<file path="src/rtl/line_fill_controller_if.sv">
`default_nettype none
// ============================================================================
//  Module      : line_fill_controller_if
//  Description : Bundle of the miss request, hit notification, memory and
//                cache-array fill signals of the line fill controller.
//                master = cache/memory side, slave = the controller.
//  Revision    : 1.0  initial release
// ============================================================================
interface line_fill_controller_if #(
    parameter int WAYS    = 8,
    parameter int TAG_W   = 8,
    parameter int DATA_W  = 8,
    parameter int INDEX_W = 4
);
    // Miss request and the contents of the indexed set
    logic                      missValid;
    logic                      missReady;
    logic [INDEX_W-1:0]        missIndex;
    logic [TAG_W-1:0]          missTag;
    logic [WAYS-1:0]           valid;
    logic [WAYS-1:0]           dirty;
    logic [WAYS*TAG_W-1:0]     cacheTag;
    logic [WAYS*DATA_W-1:0]    cacheData;

    // Hit notification for replacement-state updates
    logic                      hitValid;
    logic [INDEX_W-1:0]        hitIndex;
    logic [2:0]                hitWay;

    // Memory port
    logic                      memReq;
    logic                      memWrite;
    logic [TAG_W+INDEX_W-1:0]  memAddr;
    logic [DATA_W-1:0]         memWData;
    logic                      memAck;
    logic [DATA_W-1:0]         memRData;

    // Cache array write port
    logic                      fillWe;
    logic [INDEX_W-1:0]        fillIndex;
    logic [2:0]                fillWay;
    logic [TAG_W-1:0]          fillTag;
    logic [DATA_W-1:0]         fillData;

    // Status
    logic                      busy;
    logic                      done;

    modport master (
        output missValid, missIndex, missTag, valid, dirty, cacheTag, cacheData,
        output hitValid, hitIndex, hitWay,
        output memAck, memRData,
        input  missReady, memReq, memWrite, memAddr, memWData,
        input  fillWe, fillIndex, fillWay, fillTag, fillData,
        input  busy, done
    );

    modport slave (
        input  missValid, missIndex, missTag, valid, dirty, cacheTag, cacheData,
        input  hitValid, hitIndex, hitWay,
        input  memAck, memRData,
        output missReady, memReq, memWrite, memAddr, memWData,
        output fillWe, fillIndex, fillWay, fillTag, fillData,
        output busy, done
    );
endinterface
`default_nettype wire

</file>
<file path="src/rtl/line_fill_controller.sv">
`default_nettype none
// ============================================================================
//  Module      : line_fill_controller
//  Description : Miss handler for an 8-way set-associative cache. Picks a
//                victim (first invalid way, else tree PLRU), writes it back
//                if dirty, fetches the missing line and writes it into the
//                cache arrays. Maintains per-set PLRU state from hits/fills.
//  Revision    : 1.0  initial release
// ============================================================================
module line_fill_controller #(
    parameter int WAYS    = 8,
    parameter int TAG_W   = 8,
    parameter int DATA_W  = 8,
    parameter int INDEX_W = 4
) (
    input  wire logic               clock,
    input  wire logic               resetN,
    line_fill_controller_if.slave   bus
);

    localparam int c_SETS   = 2**INDEX_W;
    localparam int c_PLRU_W = WAYS - 1;
    localparam int c_WAY_W  = 3;

    typedef enum logic [1:0] {
        S_IDLE  = 2'd0,
        S_EVICT = 2'd1,
        S_FETCH = 2'd2,
        S_FILL  = 2'd3
    } state_t;

    // ------------------------------------------------------------------
    // PLRU helpers. Bit k of the set state is tree node nk:
    // n0 root, n1 ways 0-3, n2 ways 4-7, n3..n6 pairs (0,1)..(6,7).
    // A node value of 0 points at its lower half.
    // ------------------------------------------------------------------
    function automatic logic [c_PLRU_W-1:0] f_plruAccess(
        input logic [c_PLRU_W-1:0] bits,
        input logic [c_WAY_W-1:0]  way
    );
        logic [c_PLRU_W-1:0] n;
        n    = bits;
        n[0] = ~way[2];
        if (!way[2]) begin
            n[1] = ~way[1];
            if (!way[1]) n[3] = ~way[0];
            else         n[4] = ~way[0];
        end else begin
            n[2] = ~way[1];
            if (!way[1]) n[5] = ~way[0];
            else         n[6] = ~way[0];
        end
        return n;
    endfunction

    function automatic logic [c_WAY_W-1:0] f_plruVictim(
        input logic [c_PLRU_W-1:0] bits
    );
        logic [c_WAY_W-1:0] w;
        w[2] = bits[0];
        if (!bits[0]) begin
            w[1] = bits[1];
            w[0] = bits[1] ? bits[4] : bits[3];
        end else begin
            w[1] = bits[2];
            w[0] = bits[2] ? bits[6] : bits[5];
        end
        return w;
    endfunction

    // ------------------------------------------------------------------
    // Registers
    // ------------------------------------------------------------------
    state_t                     r_state;
    logic                       r_missReady;
    logic                       r_busy;
    logic                       r_done;
    logic                       r_memReq;
    logic                       r_memWrite;
    logic [TAG_W+INDEX_W-1:0]   r_memAddr;
    logic [DATA_W-1:0]          r_memWData;
    logic                       r_fillWe;
    logic [INDEX_W-1:0]         r_fillIndex;
    logic [c_WAY_W-1:0]         r_fillWay;
    logic [TAG_W-1:0]           r_fillTag;
    logic [DATA_W-1:0]          r_fillData;
    logic [INDEX_W-1:0]         r_index;
    logic [TAG_W-1:0]           r_tag;
    logic [c_WAY_W-1:0]         r_way;
    logic [c_PLRU_W-1:0]        r_plru     [c_SETS];

    // ------------------------------------------------------------------
    // Combinational signals
    // ------------------------------------------------------------------
    logic                       w_accept;
    logic                       w_anyInvalid;
    logic [c_WAY_W-1:0]         w_firstInvalid;
    logic [c_WAY_W-1:0]         w_victimWay;
    logic [TAG_W-1:0]           w_victimTag;
    logic [DATA_W-1:0]          w_victimData;
    logic                       w_victimDirty;
    logic                       w_fillUpdate;
    logic [c_PLRU_W-1:0]        w_plruNext [c_SETS];

    assign w_accept     = bus.missValid && r_missReady;
    assign w_fillUpdate = (r_state == S_FILL);

    // Victim choice for the set presented with the miss
    always_comb begin
        w_anyInvalid   = 1'b0;
        w_firstInvalid = '0;
        // Scan downward so the lowest-numbered invalid way is the one kept
        for (int i = WAYS - 1; i >= 0; i--) begin
            if (!bus.valid[i]) begin
                w_anyInvalid   = 1'b1;
                w_firstInvalid = c_WAY_W'(i);
            end
        end
        w_victimWay   = w_anyInvalid ? w_firstInvalid
                                     : f_plruVictim(r_plru[bus.missIndex]);
        w_victimTag   = bus.cacheTag[int'(w_victimWay)*TAG_W +: TAG_W];
        w_victimData  = bus.cacheData[int'(w_victimWay)*DATA_W +: DATA_W];
        w_victimDirty = bus.valid[w_victimWay] & bus.dirty[w_victimWay];
    end

    // Next PLRU state: hit update first, then the fill so the fill wins
    always_comb begin
        for (int s = 0; s < c_SETS; s++) begin
            w_plruNext[s] = r_plru[s];
            if (bus.hitValid && (bus.hitIndex == INDEX_W'(s)))
                w_plruNext[s] = f_plruAccess(w_plruNext[s], bus.hitWay);
            if (w_fillUpdate && (r_index == INDEX_W'(s)))
                w_plruNext[s] = f_plruAccess(w_plruNext[s], r_way);
        end
    end

    // Per-set PLRU storage
    always_ff @(posedge clock or negedge resetN) begin
        if (!resetN) begin
            for (int s = 0; s < c_SETS; s++)
                r_plru[s] <= '0;
        end else begin
            r_plru <= w_plruNext;
        end
    end

    // Miss-handling state machine with registered outputs
    always_ff @(posedge clock or negedge resetN) begin
        if (!resetN) begin
            r_state     <= S_IDLE;
            r_missReady <= 1'b1;
            r_busy      <= 1'b0;
            r_done      <= 1'b0;
            r_memReq    <= 1'b0;
            r_memWrite  <= 1'b0;
            r_memAddr   <= '0;
            r_memWData  <= '0;
            r_fillWe    <= 1'b0;
            r_fillIndex <= '0;
            r_fillWay   <= '0;
            r_fillTag   <= '0;
            r_fillData  <= '0;
            r_index     <= '0;
            r_tag       <= '0;
            r_way       <= '0;
        end else begin
            case (r_state)
                S_IDLE: begin
                    if (w_accept) begin
                        r_index     <= bus.missIndex;
                        r_tag       <= bus.missTag;
                        r_way       <= w_victimWay;
                        r_missReady <= 1'b0;
                        r_busy      <= 1'b1;
                        r_memReq    <= 1'b1;
                        if (w_victimDirty) begin
                            // Write-back of the victim comes first
                            r_state    <= S_EVICT;
                            r_memWrite <= 1'b1;
                            r_memAddr  <= {w_victimTag, bus.missIndex};
                            r_memWData <= w_victimData;
                        end else begin
                            r_state    <= S_FETCH;
                            r_memWrite <= 1'b0;
                            r_memAddr  <= {bus.missTag, bus.missIndex};
                        end
                    end
                end

                S_EVICT: begin
                    // memReq stays high straight into the read request
                    if (bus.memAck) begin
                        r_state    <= S_FETCH;
                        r_memWrite <= 1'b0;
                        r_memAddr  <= {r_tag, r_index};
                    end
                end

                S_FETCH: begin
                    if (bus.memAck) begin
                        r_state     <= S_FILL;
                        r_memReq    <= 1'b0;
                        r_fillWe    <= 1'b1;
                        r_done      <= 1'b1;
                        r_fillIndex <= r_index;
                        r_fillWay   <= r_way;
                        r_fillTag   <= r_tag;
                        r_fillData  <= bus.memRData;
                    end
                end

                S_FILL: begin
                    r_state     <= S_IDLE;
                    r_fillWe    <= 1'b0;
                    r_done      <= 1'b0;
                    r_busy      <= 1'b0;
                    r_missReady <= 1'b1;
                end

                default: begin
                    r_state     <= S_IDLE;
                    r_missReady <= 1'b1;
                    r_busy      <= 1'b0;
                    r_memReq    <= 1'b0;
                    r_fillWe    <= 1'b0;
                    r_done      <= 1'b0;
                end
            endcase
        end
    end

    assign bus.missReady = r_missReady;
    assign bus.busy      = r_busy;
    assign bus.done      = r_done;
    assign bus.memReq    = r_memReq;
    assign bus.memWrite  = r_memWrite;
    assign bus.memAddr   = r_memAddr;
    assign bus.memWData  = r_memWData;
    assign bus.fillWe    = r_fillWe;
    assign bus.fillIndex = r_fillIndex;
    assign bus.fillWay   = r_fillWay;
    assign bus.fillTag   = r_fillTag;
    assign bus.fillData  = r_fillData;

endmodule
`default_nettype wire

</file>
<file path="src/flat_wrapper.sv">
// flat-port wrapper written by rule: the top's interface ports become plain ports
module line_fill_controller_flat 
#(
    parameter int WAYS    = 8,
    parameter int TAG_W   = 8,
    parameter int DATA_W  = 8,
    parameter int INDEX_W = 4
)
  (clock, resetN, bus_missValid, bus_missIndex, bus_missTag, bus_valid, bus_dirty, bus_cacheTag, bus_cacheData, bus_hitValid, bus_hitIndex, bus_hitWay, bus_memAck, bus_memRData, bus_missReady, bus_memReq, bus_memWrite, bus_memAddr, bus_memWData, bus_fillWe, bus_fillIndex, bus_fillWay, bus_fillTag, bus_fillData, bus_busy, bus_done);
  line_fill_controller_if #(.WAYS(WAYS), .TAG_W(TAG_W), .DATA_W(DATA_W), .INDEX_W(INDEX_W)) bus_i ();
  input  wire logic clock;
  input  wire logic resetN;
  input wire logic [$bits(bus_i.missValid)-1:0] bus_missValid;
  input wire logic [$bits(bus_i.missIndex)-1:0] bus_missIndex;
  input wire logic [$bits(bus_i.missTag)-1:0] bus_missTag;
  input wire logic [$bits(bus_i.valid)-1:0] bus_valid;
  input wire logic [$bits(bus_i.dirty)-1:0] bus_dirty;
  input wire logic [$bits(bus_i.cacheTag)-1:0] bus_cacheTag;
  input wire logic [$bits(bus_i.cacheData)-1:0] bus_cacheData;
  input wire logic [$bits(bus_i.hitValid)-1:0] bus_hitValid;
  input wire logic [$bits(bus_i.hitIndex)-1:0] bus_hitIndex;
  input wire logic [$bits(bus_i.hitWay)-1:0] bus_hitWay;
  input wire logic [$bits(bus_i.memAck)-1:0] bus_memAck;
  input wire logic [$bits(bus_i.memRData)-1:0] bus_memRData;
  output wire logic [$bits(bus_i.missReady)-1:0] bus_missReady;
  output wire logic [$bits(bus_i.memReq)-1:0] bus_memReq;
  output wire logic [$bits(bus_i.memWrite)-1:0] bus_memWrite;
  output wire logic [$bits(bus_i.memAddr)-1:0] bus_memAddr;
  output wire logic [$bits(bus_i.memWData)-1:0] bus_memWData;
  output wire logic [$bits(bus_i.fillWe)-1:0] bus_fillWe;
  output wire logic [$bits(bus_i.fillIndex)-1:0] bus_fillIndex;
  output wire logic [$bits(bus_i.fillWay)-1:0] bus_fillWay;
  output wire logic [$bits(bus_i.fillTag)-1:0] bus_fillTag;
  output wire logic [$bits(bus_i.fillData)-1:0] bus_fillData;
  output wire logic [$bits(bus_i.busy)-1:0] bus_busy;
  output wire logic [$bits(bus_i.done)-1:0] bus_done;
  assign bus_i.missValid = bus_missValid;
  assign bus_i.missIndex = bus_missIndex;
  assign bus_i.missTag = bus_missTag;
  assign bus_i.valid = bus_valid;
  assign bus_i.dirty = bus_dirty;
  assign bus_i.cacheTag = bus_cacheTag;
  assign bus_i.cacheData = bus_cacheData;
  assign bus_i.hitValid = bus_hitValid;
  assign bus_i.hitIndex = bus_hitIndex;
  assign bus_i.hitWay = bus_hitWay;
  assign bus_i.memAck = bus_memAck;
  assign bus_i.memRData = bus_memRData;
  assign bus_missReady = bus_i.missReady;
  assign bus_memReq = bus_i.memReq;
  assign bus_memWrite = bus_i.memWrite;
  assign bus_memAddr = bus_i.memAddr;
  assign bus_memWData = bus_i.memWData;
  assign bus_fillWe = bus_i.fillWe;
  assign bus_fillIndex = bus_i.fillIndex;
  assign bus_fillWay = bus_i.fillWay;
  assign bus_fillTag = bus_i.fillTag;
  assign bus_fillData = bus_i.fillData;
  assign bus_busy = bus_i.busy;
  assign bus_done = bus_i.done;
  line_fill_controller #(.WAYS(WAYS), .TAG_W(TAG_W), .DATA_W(DATA_W), .INDEX_W(INDEX_W)) u_core (.clock(clock), .resetN(resetN), .bus(bus_i));
endmodule
</file>
<file path="config.mk">
export PLATFORM = sky130hd
export DESIGN_NAME = line_fill_controller_flat
export DESIGN_NICKNAME = d
export VERILOG_FILES = /design/src/rtl/line_fill_controller_if.sv /design/src/rtl/line_fill_controller.sv /design/src/flat_wrapper.sv
export SDC_FILE = /design/constraint.sdc
export NUM_CORES = 1
export LEC_CHECK = 0
export CAP_MARGIN = 20
export CORE_ASPECT_RATIO = 0.5
export CORE_MARGIN = 4
export CORE_UTILIZATION = 57
export CTS_CLUSTER_DIAMETER = 60
export CTS_CLUSTER_SIZE = 16
export DETAILED_ROUTE_END_ITERATION = 8
export PLACE_DENSITY = 0.85
export SLEW_MARGIN = 20
export SYNTH_ARGS = -nofsm -noshare
export SYNTH_HDL_FRONTEND = slang
export SYNTH_SLANG_ARGS = --single-unit
</file>
<file path="constraint.sdc">
create_clock -name clock -period 5.26 [get_ports clock]
set_input_delay 1.052 -clock clock [delete_from_list [all_inputs] [get_ports clock]]
set_output_delay 1.052 -clock clock [all_outputs]
set_load 0.02 [all_outputs]
</file>
==> impl_summary.txt, run 1 <==
----------------------------------------------------
[Timing]
  Final setup vio count ... 0
  FMAX ... 225 MHz
  Maximum clock skew at final layout ... 0.0152 ns
  RSZ-0062 raised after global routing ... false
  Slew at the pin closest to its max-slew limit ... 1.08 ns
  Least setup slack across all paths after layout ... 0.817 ns
  Final hold violation count ... 0
  Period utilization ... 0.845
  Worst relative slew slack ... 0.278
  Total negative setup slack ... 0 ns
  Time the worst path needs with I/O delays and setup ... 4.44 ns
  WHS ... 0.508 ns
  Max-slew violation count ... 0

[Worst setup path]
  Critical-path maximum fanout ... 8
  Worst endpoint data arrival time ... 4.77 ns
  Start-to-end type of the worst setup path ... in2reg
  Cell seen most often among critical-path stages ... sky130_fd_sc_hd__or3_4
  Crit-path leading delay family ... multiplexers
  CP bufs+invs ... 1
  Launching element type of the critical path ... input port
  Crit path largest cell delay ... 0.75 ns
  Worst Path Required ... 5.58 ns
  Type of element capturing the critical path ... flip-flop
  Slowest stage cell, crit path ... sky130_fd_sc_hd__clkdlybuf4s50_1
  CP cell instances ... clkdlybuf4s50_1, mux4_1, mux2i_4, mux2i_1, a2111oi_4, or3_4, or3_4, a31oi_4, o21ai_4, mux2_4

[Clocking]
  Clk buf depth ... 2
  TritonCTS clock tree ... built
  H-tree depth ... 4
  Count of cells resized by post-cts repair ... 0
  Number of buffers inserted for hold repair after clock tree synthesis ... 0
  Clock buffers created by TritonCTS ... 17
  Number of clock sinks ... 177
  Root buffer cell ... sky130_fd_sc_hd__clkbuf_16
  Clock latency of the later-clocked register in the worst-skew pair ... 0.44 ns
  Clock slew at reported path FFs ... 0.08 ns
  # Post-CTS Setup Buffers ... 0

[Synth]
  EDFF count, synth ... 0
  Syn_nets ... 1,330
  Post-synthesis register bit count ... 177
  Number of distinct library cells after synthesis ... 56
  Synth area leader ... sky130_fd_sc_hd__dfrtp_1
  Warnings, synthesis ... 0
  Post-synthesis area per instance ... 9.71 um^2
  Area of the mapped netlist ... 11,200 um^2
  Top_reg_cell synth ... sky130_fd_sc_hd__dfrtp_1
  Top cells by area in the synthesized netlist ... sky130_fd_sc_hd__dfrtp_1 (39%), sky130_fd_sc_hd__mux2i_1 (13%), sky130_fd_sc_hd__nand2_1 (5.3%)
  Seq/Total Area, Yosys ... 0.397
  Number of instances in the synthesized netlist ... 1,149
  Post-synthesis async set-or-reset flop share ... 1.00
  Portion of synthesized cell area occupied by the leading cell type ... 0.395
  Most used standard cell by instance count after synthesis ... sky130_fd_sc_hd__dfrtp_1
  Post-synth top cells ... sky130_fd_sc_hd__dfrtp_1 (176), sky130_fd_sc_hd__nand2_1 (159), sky130_fd_sc_hd__mux2i_1 (140)

[Power]
  Pwr per Cell Area ... 451 nW/um^2
  Switching fraction of total power ... 0.404
  Post-layout power ... 6.36 mW
  Flop pwr share ... 0.373
  Clock network power share ... 0.199
  Internal power of the cells ... 3.79 mW
  Cell leakage power ... 5.93 nW
  Combinational share of power ... 0.428
  Worst-case vdd ir drop ... 0.258 mV
  Net switching power ... 2.57 mW

[GRT]
  Initial antenna violation count ... 0
  Total global routing track utilization ... 0.336
  Global-route congestion overflow total ... 0
  Pin count of the biggest net entering global routing ... 103
  Global-route wire length before repair ... 58,100 um
  Number of global-route vias before repair ... 10.6k

[Route]
  Number of iterations in the first detailed-routing pass ... 6
  Detail Route Antenna Nets ... 0
  Number of vias per cell after detailed routing ... 6.68
  Routed WL per cell ... 23.6 um
  Residual DRC ... 0
  Total wire length after detailed routing ... 37,300 um
  DRC violation total after the first TritonRoute iteration ... 1,480
  Vias ... 10.6k

[Status]
  Run status ... complete, no violations

[Place]
  Placed cell areas ... 13,500 um^2
  Number of buffer cells added on primary ports ... 224
  Final weighted congestion of routability-driven global placement ... 1.07
  Placed wire-length estimate after detailed placement ... 25,900 um
  Number of cells after detailed placement ... 1,551
  Minimum setup slack after placement ... 0.441 ns

[Floorplanning]
  Starting utilization of the core area ... 0.594
  Number of ports placed on the die boundary ... 225
  Core Area ... 18,800 um^2
  Die Area ... 22,000 um^2
  Floorplan die width ... 206 um
  Die height ... 107 um
  Num rows ... 35

[Finish]
  Proportion of layout cells with a drive suffix above 1 ... 0.107
  Post-route cell area ... 14,100 um^2
  Fill count ... 1,240
  Synth-to-Final Area Change ... 26.4%
  Antenna fix cells ... 0
  Layout Cells excl Fill ... 1,583
  Final #Nets ... 1,492
  Share of the core filled with cells in the final layout ... 0.751

[Run]
  Max Cap Violations ... 0

[Hold path]
  Type of the most critical hold path ... reg2reg

----------------------------------------------------
## power by group through the flow
stage               Combinational, mW  Clock (mW)  Sequential (mW)
detailed placement               2.66           0             2.36
floorplan                        1.51           0             2.38
global placement                 2.56           0             2.33
global route                     2.92        1.34             2.40
finish                           2.72        1.26             2.37
CTS                              2.69        1.27             2.34
## per-layer routing
| layer | part of all wire | up-vias | track usage |
|---|---|---|---|
| li1 | - | 4599 | - |
| met1 | 0.37 | 5091 | 0.421 |
| met2 | 0.49 | 740 | 0.572 |
| met3 | 0.10 | 149 | 0.0731 |
| met4 | 0.043 | 0 | 0.135 |
| met5 | 0 | - | 0 |
## layout make-up
| cell class | instances | area [um^2] | area share |
|---|---|---|---|
| clock inverter | 13 | 134 | 0.00949 |
| tap | 259 | 324 | 0.0230 |
| clock buffer | 19 | 443 | 0.0314 |
| inverter | 21 | 78.8 | 0.00559 |
| sequential | 177 | 4430 | 0.314 |
| multi-input combinational | 851 | 6250 | 0.443 |
| timing repair buffer | 243 | 2440 | 0.173 |
## worst reg2reg max path, delay by kind of cell, from the launching register on
kind / cells / cell delay [ns]
multiplexers: 4 / 1.51
AO/OA/AOI/OAI: 3 / 0.55
AND/OR/NAND/NOR: 2 / 0.76
flip-flops: 1 / 0.41
## sequential cells by signal (all words and copies together) (netlist names)
signal and cells:
u_core.bus.memReq 1, u_core.bus.memAddr 12, u_core.bus.fillIndex 4, u_core.bus.fillData 8, u_core.r_state 2, u_core.r_index 4
u_core.bus.memWData 8, u_core.bus.busy 1, u_core.r_plru 112, u_core.bus.memWrite 1, u_core.bus.fillWay 3, u_core.bus.done 1
u_core.bus.fillTag 8, u_core.r_tag 8, u_core.r_way 3, u_core.bus.missReady 1
## final timing paths
kind / start / end / slack [ns] / depth (start not counted)
max: bus_missIndex[2] / u_core.bus.memWData[7] / 0.82 / 10
max reg2reg: u_core.r_plru[14] / u_core.bus.memWData[7] / 1.90 / 9
max in group asynchronous: resetN / u_core.bus.missReady / 3.41 / 2
min reg2reg: u_core.bus.fillWay[1] / u_core.bus.fillWay[1] / 0.51 / 1
min: u_core.bus.fillWay[1] / u_core.bus.fillWay[1] / 0.51 / 1
min in group asynchronous: resetN / u_core.r_plru[53] / 0.72 / 1
## layout by cell type (no fill, tap or decap), drive strengths merged, types with 3 or more instances in the layout
cell type / instances
ha: 5
o221ai: 57
nand4: 3
nor2: 59
mux2: 38
mux4: 28
a31o: 3
clkdlybuf4s50: 221
o21a: 8
o22ai: 30
clkbuf: 19
inv: 31
a21oi: 26
nor3: 19
o211ai: 5
nor2b: 31
nor3b: 5
o21ai: 94
o31ai: 53
nand2b: 4
mux2i: 143
and3: 16
buf: 22
or2: 4
clkinv: 3
dfrtp: 176
nand2: 159
nand3: 23
a31oi: 5
and2: 10
a22oi: 4
## cells by family after synthesis
| kind of cell | count (synthesis) | synth area share |
|---|---|---|
| compound gates | 296 | 0.182 |
| mux | 209 | 0.230 |
| fa+ha+maj | 5 | 0.00561 |
| buf+inv | 121 | 0.0455 |
| flops | 177 | 0.397 |
| simple gates | 341 | 0.140 |
No activity file was read; power rests on OpenSTA's default activity.
==> inputs of run 2 (changes only) <==
Settings changed: CORE_UTILIZATION 57 to 53, PLACE_DENSITY 0.85 to 0.8.
Clock period 5.26 ns to 4.1 ns, I/O delays scaled along.
==> impl_summary.txt, run 2 (same netlist as run 1, synthesis figures left out) <==
----------------------------------------------------
[Status]
  Run status ... complete, no violations

[Worst setup path]
  Worst endpoint data arrival time ... 4.31 ns
  Critical Path Start ... bus_missIndex[2]
  Crit path largest cell delay ... 0.62 ns
  Cell seen most often among critical-path stages ... sky130_fd_sc_hd__or3_4
  Startpoint of the worst register-to-register path ... u_core.r_plru[28]
  Worst Path Required ... 4.42 ns
  Launching element type of the critical path ... input port
  Critical-path maximum fanout ... 8
  Crit-path leading delay family ... multiplexers
  CP cell instances ... clkdlybuf4s50_1, buf_4, mux4_1, mux2i_4, mux2i_1, a2111oi_4, or3_4, or3_4, a31oi_4, o21ai_4, buf_12, mux2_4
  Slowest stage cell, crit path ... sky130_fd_sc_hd__mux4_1
  Type of element capturing the critical path ... flip-flop
  CP bufs+invs ... 3
  Start-to-end type of the worst setup path ... in2reg

[GRT]
  Global-route wire length before repair ... 56,900 um
  Total global routing track utilization ... 0.299
  Pin count of the biggest net entering global routing ... 91
  Initial antenna violation count ... 0
  Global-route congestion overflow total ... 0
  Number of global-route vias before repair ... 10.7k

[Clocking]
  Clock slew at reported path FFs ... 0.07 ns
  TritonCTS clock tree ... built
  H-tree depth ... 4
  Clock buffers created by TritonCTS ... 17
  Number of clock sinks ... 177
  Root buffer cell ... sky130_fd_sc_hd__clkbuf_16
  Number of buffers inserted for hold repair after clock tree synthesis ... 0
  Clock latency of the later-clocked register in the worst-skew pair ... 0.44 ns
  Clk buf depth ... 2

[Route]
  Detail Route Antenna Nets ... 0
  DRC violation total after the first TritonRoute iteration ... 1,199
  Number of iterations in the first detailed-routing pass ... 6
  Vias ... 10.4k
  Total wire length after detailed routing ... 36,100 um
  Residual DRC ... 0
  Number of vias per cell after detailed routing ... 6.38
  Routed WL per cell ... 22.0 um

[Timing]
  FMAX ... 251 MHz
  Period utilization ... 0.972
  Slew at the pin closest to its max-slew limit ... 1.07 ns
  Maximum clock skew at final layout ... 0.00794 ns
  Worst relative slew slack ... 0.285
  Time the worst path needs with I/O delays and setup ... 3.99 ns
  Total negative setup slack ... 0 ns
  Max-slew violation count ... 0
  Final hold violation count ... 0
  Final setup vio count ... 0
  RSZ-0062 raised after global routing ... false

[Floorplanning]
  Starting utilization of the core area ... 0.542
  Number of ports placed on the die boundary ... 225
  Core Area ... 20,600 um^2
  Num rows ... 37
  Floorplan die width ... 213 um
  Die Area ... 23,600 um^2
  Die height ... 111 um

[Power]
  Worst-case vdd ir drop ... 0.320 mV
  Pwr per Cell Area ... 574 nW/um^2
  Cell leakage power ... 6.17 nW
  Post-layout power ... 8.36 mW

[Place]
  Number of cells after detailed placement ... 1,604
  Placed wire-length estimate after detailed placement ... 25,700 um
  Placed cell areas ... 13,900 um^2
  Number of buffer cells added on primary ports ... 224
  Final weighted congestion of routability-driven global placement ... 0.982

[Finish]
  Post-route cell area ... 14,600 um^2
  Multi-input gate area ... 6260 um^2
  Antenna fix cells ... 0
  Final #Nets ... 1,533
  Proportion of layout cells with a drive suffix above 1 ... 0.136
  Sequential cell area ... 4430 um^2
  Most used cells in the layout excluding fill and tap cells ... sky130_fd_sc_hd__clkdlybuf4s50_1 (220), sky130_fd_sc_hd__dfrtp_1 (175), sky130_fd_sc_hd__nand2_1 (159)
  Commonest non-fill, non-tap cell in the layout ... sky130_fd_sc_hd__clkdlybuf4s50_1
  Register bank with the most flops ... u_core.r_plru
  Max reg flops ... 112
  Fill count ... 1,476
  Synth-to-Final Area Change ... 30.5%
  Layout Cells excl Fill ... 1,638

[Run]
  Max Cap Violations ... 0

[Hold path]
  Type of the most critical hold path ... in2async

----------------------------------------------------
==> run 2: per-stage QoR <==
stage / worst slack, ns / util / hold WS (ns)
final: 0.113 / 0.707 / 0.441
after global routing: 0.0190 / 0.707 / 0.514
after CTS: 0.112 / 0.704 / 0.481
after detailed placement: -0.296 / 0.673 / 0.495
after global placement: -0.210 / 0.673 / 0.463
after floorplan: 0.373 / - / 0.467
==> run 2: timing repair <==
action / CTS / global route
gates resized for setup: 0 / 3
buffers inserted: 0 / 1
endpoints found under the setup margin: 0 / 17
==> run 2: worst paths after layout <==
path,slack (ns),depth (start not counted),end
max in group asynchronous,2.76,2,u_core.r_plru[53]
worst min-delay path,0.44,1,u_core.r_plru[87]
min in group clock,0.51,1,u_core.bus.fillIndex[0]
worst max-delay path,0.11,12,u_core.bus.memWData[5]
worst min register to register,0.51,1,u_core.bus.fillIndex[0]
worst max register to register,0.77,10,u_core.bus.memWData[5]
==> run 2: where the power goes <==
group          switching [mW]  total, mW  leakage, nW  internal, mW
clock                   0.731       1.83        0.318          1.10
combinational            1.85       3.47         3.85          1.62
sequential              0.591       3.06         2.00          2.47
==> run 2: per-layer routing <==
layer	track usage	share of wire	vias up
met3	0.0653	0.089	99
met2	0.498	0.49	550
li1	-	-	4671
met5	0	0	-
met4	0.114	0.032	0
met1	0.383	0.39	5125
==> run 2: final cells by class <==
| class | instances | area share |
|---|---|---|
| clock inverter | 13 | 0.0143 |
| sequential | 177 | 0.304 |
| timing repair buffer | 284 | 0.192 |
| inverter | 21 | 0.00541 |
| multi-input combinational | 851 | 0.430 |
| clock buffer | 19 | 0.0304 |
| tap | 273 | 0.0235 |
==> inputs of run 3 (changes only) <==
Settings changed: PLACE_DENSITY 0.8 to 0.82, REMOVE_ABC_BUFFERS from default to 1.
==> impl_summary.txt, run 3 (same netlist as run 1, synthesis figures left out) <==
----------------------------------------------------
[Finish]
  Proportion of layout cells with a drive suffix above 1 ... 0.135
  Post-route cell area ... 14,600 um^2
  Max reg flops ... 112
  Most used cells in the layout excluding fill and tap cells ... sky130_fd_sc_hd__clkdlybuf4s50_1 (221), sky130_fd_sc_hd__dfrtp_1 (175), sky130_fd_sc_hd__nand2_1 (159)
  Commonest non-fill, non-tap cell in the layout ... sky130_fd_sc_hd__clkdlybuf4s50_1
  Multi-input gate area ... 6250 um^2
  Fill count ... 1,438
  Synth-to-Final Area Change ... 30.8%
  Layout Cells excl Fill ... 1,640
  Final #Nets ... 1,534
  Register bank with the most flops ... u_core.r_plru
  Sequential cell area ... 4430 um^2

[Route]
  DRC violation total after the first TritonRoute iteration ... 1,293
  Total wire length after detailed routing ... 37,900 um
  Top sig layer ... met4
  Number of vias per cell after detailed routing ... 6.46
  Number of iterations in the first detailed-routing pass ... 5
  Routed length on met2 ... 18,600 um
  Residual DRC ... 0
  Met3 wire length ... 3670 um
  Routed WL per cell ... 23.1 um
  Detail Route Antenna Nets ... 0
  Vias ... 10.6k
  Wire length on met1 ... 14,800 um

[Timing]
  Max-slew violation count ... 0
  RSZ-0062 raised after global routing ... false
  FMAX ... 254 MHz
  WHS ... 0.478 ns
  Worst relative slew slack ... 0.261
  Maximum clock skew at final layout ... 0.0117 ns
  Slew at the pin closest to its max-slew limit ... 1.11 ns
  Final setup vio count ... 0
  Period utilization ... 0.961
  Least setup slack across all paths after layout ... 0.158 ns
  Time the worst path needs with I/O delays and setup ... 3.94 ns
  Final hold violation count ... 0

[Worst setup path]
  Start-to-end type of the worst setup path ... in2reg
  Startpoint of the worst register-to-register path ... u_core.r_plru[56]
  Launching element type of the critical path ... input port
  Worst endpoint data arrival time ... 4.28 ns
  Worst Path Required ... 4.44 ns
  Capturing element of the worst setup path ... u_core.bus.memAddr[5]
  R2R setup slack ... 0.80 ns
  Critical-path maximum fanout ... 9
  Critical R2R Capture ... u_core.bus.memAddr[5]
  Worst reg2reg path depth ... 11
  Type of element capturing the critical path ... flip-flop
  Critical Path Start ... bus_missIndex[2]

[GRT]
  Initial antenna violation count ... 1
  Pin count of the biggest net entering global routing ... 94
  Total global routing track utilization ... 0.313
  Global-route congestion overflow total ... 0
  Global-route wire length before repair ... 58,700 um
  Number of global-route vias before repair ... 10.4k

[Floorplanning]
  Num rows ... 37
  Starting utilization of the core area ... 0.542
  Core Area ... 20,600 um^2
  Floorplan die width ... 213 um
  Die height ... 111 um
  Die Area ... 23,600 um^2
  Number of ports placed on the die boundary ... 225

[Clocking]
  Number of clock sinks ... 177
  Number of buffers inserted for hold repair after clock tree synthesis ... 0
  Count of cells resized by post-cts repair ... 0
  # Post-CTS Setup Buffers ... 0
  TritonCTS clock tree ... built
  Clock latency of the later-clocked register in the worst-skew pair ... 0.44 ns
  Clock buffers created by TritonCTS ... 17
  Root buffer cell ... sky130_fd_sc_hd__clkbuf_16
  Clk buf depth ... 2
  Clock slew at reported path FFs ... 0.07 ns
  H-tree depth ... 4

[Place]
  Placed wire-length estimate after detailed placement ... 27,100 um
  Minimum setup slack after placement ... -0.291 ns
  Number of cells after detailed placement ... 1,607
  Placed cell areas ... 13,900 um^2
  Final weighted congestion of routability-driven global placement ... 0.928
  Number of buffer cells added on primary ports ... 224

[Status]
  Run status ... complete, no violations

[Power]
  Pwr per Cell Area ... 584 nW/um^2
  Worst-case vdd ir drop ... 0.300 mV
  Cell leakage power ... 6.18 nW

[Run]
  Max Cap Violations ... 0

[Hold path]
  Type of the most critical hold path ... in2async

----------------------------------------------------
[run 3: cell types whose count changed in the layout (fill, tap and decap cells not counted), sizes merged, moves of 2 or more]
cell	change
bufinv	+2
clkbuf	-2
clkinv	-3
clkinvlp	+2
[run 3: layout make-up]
| cell class | instances | share of cell area |
|---|---|---|
| flip-flops and latches | 177 | 0.304 |
| well taps | 273 | 0.0234 |
| clock inverters | 15 | 0.0191 |
| repair buffers | 285 | 0.191 |
| clock buffers | 17 | 0.0292 |
| multi-input cells | 851 | 0.428 |
| diodes | 1 | 0.000171 |
| inverters | 21 | 0.00540 |
[run 3: per-layer routing]
layer | vias to the layer above | GRT usage
li1 | 4684 | -
met4 | 0 | 0.0878
met3 | 96 | 0.0605
met5 | - | 0
met1 | 5163 | 0.411
met2 | 649 | 0.532
[run 3: worst max-delay path: stages]
cell and delay, ns:
sky130_fd_sc_hd__clkdlybuf4s50_1 0.46, sky130_fd_sc_hd__buf_4 0.17, sky130_fd_sc_hd__mux4_1 0.61, sky130_fd_sc_hd__mux2i_4 0.22, sky130_fd_sc_hd__mux2i_1 0.33, sky130_fd_sc_hd__a2111oi_4 0.14, sky130_fd_sc_hd__or3_4 0.36, sky130_fd_sc_hd__or3_4 0.40
sky130_fd_sc_hd__a31oi_4 0.21, sky130_fd_sc_hd__buf_4 0.15, sky130_fd_sc_hd__o21ai_2 0.05, sky130_fd_sc_hd__buf_4 0.17, sky130_fd_sc_hd__o221ai_1 0.19
[run 3: worst min path at each step]
stage	end	cells after the start
final	u_core.bus.memWData[5]	1
after global routing	u_core.bus.fillIndex[0]	1
after CTS	u_core.bus.fillWay[2]	2
after detailed placement	u_core.bus.fillWay[2]	2
after global placement	u_core.bus.fillWay[2]	2
after floorplan	u_core.r_tag[6]	2
[run 3: stage by stage]
| step | setup TNS, ns | util | power [mW] |
|---|---|---|---|
| after floorplan | -30.13 | - | 4.87 |
| after global placement | -3.27 | 0.674 | 6.32 |
| after detailed placement | -4.86 | 0.674 | 6.48 |
| after CTS | 0 | 0.708 | 8.45 |
| after global routing | 0 | 0.708 | 8.90 |
| final | 0 | 0.708 | 8.52 |
[run 3: report_power, final]
group / switching, mW / total, mW / internal, mW
sequential: 0.603 / 3.07 / 2.47
clock: 0.747 / 1.96 / 1.21
combinational: 1.89 / 3.49 / 1.60
total: 3.24 / 8.52 / 5.28
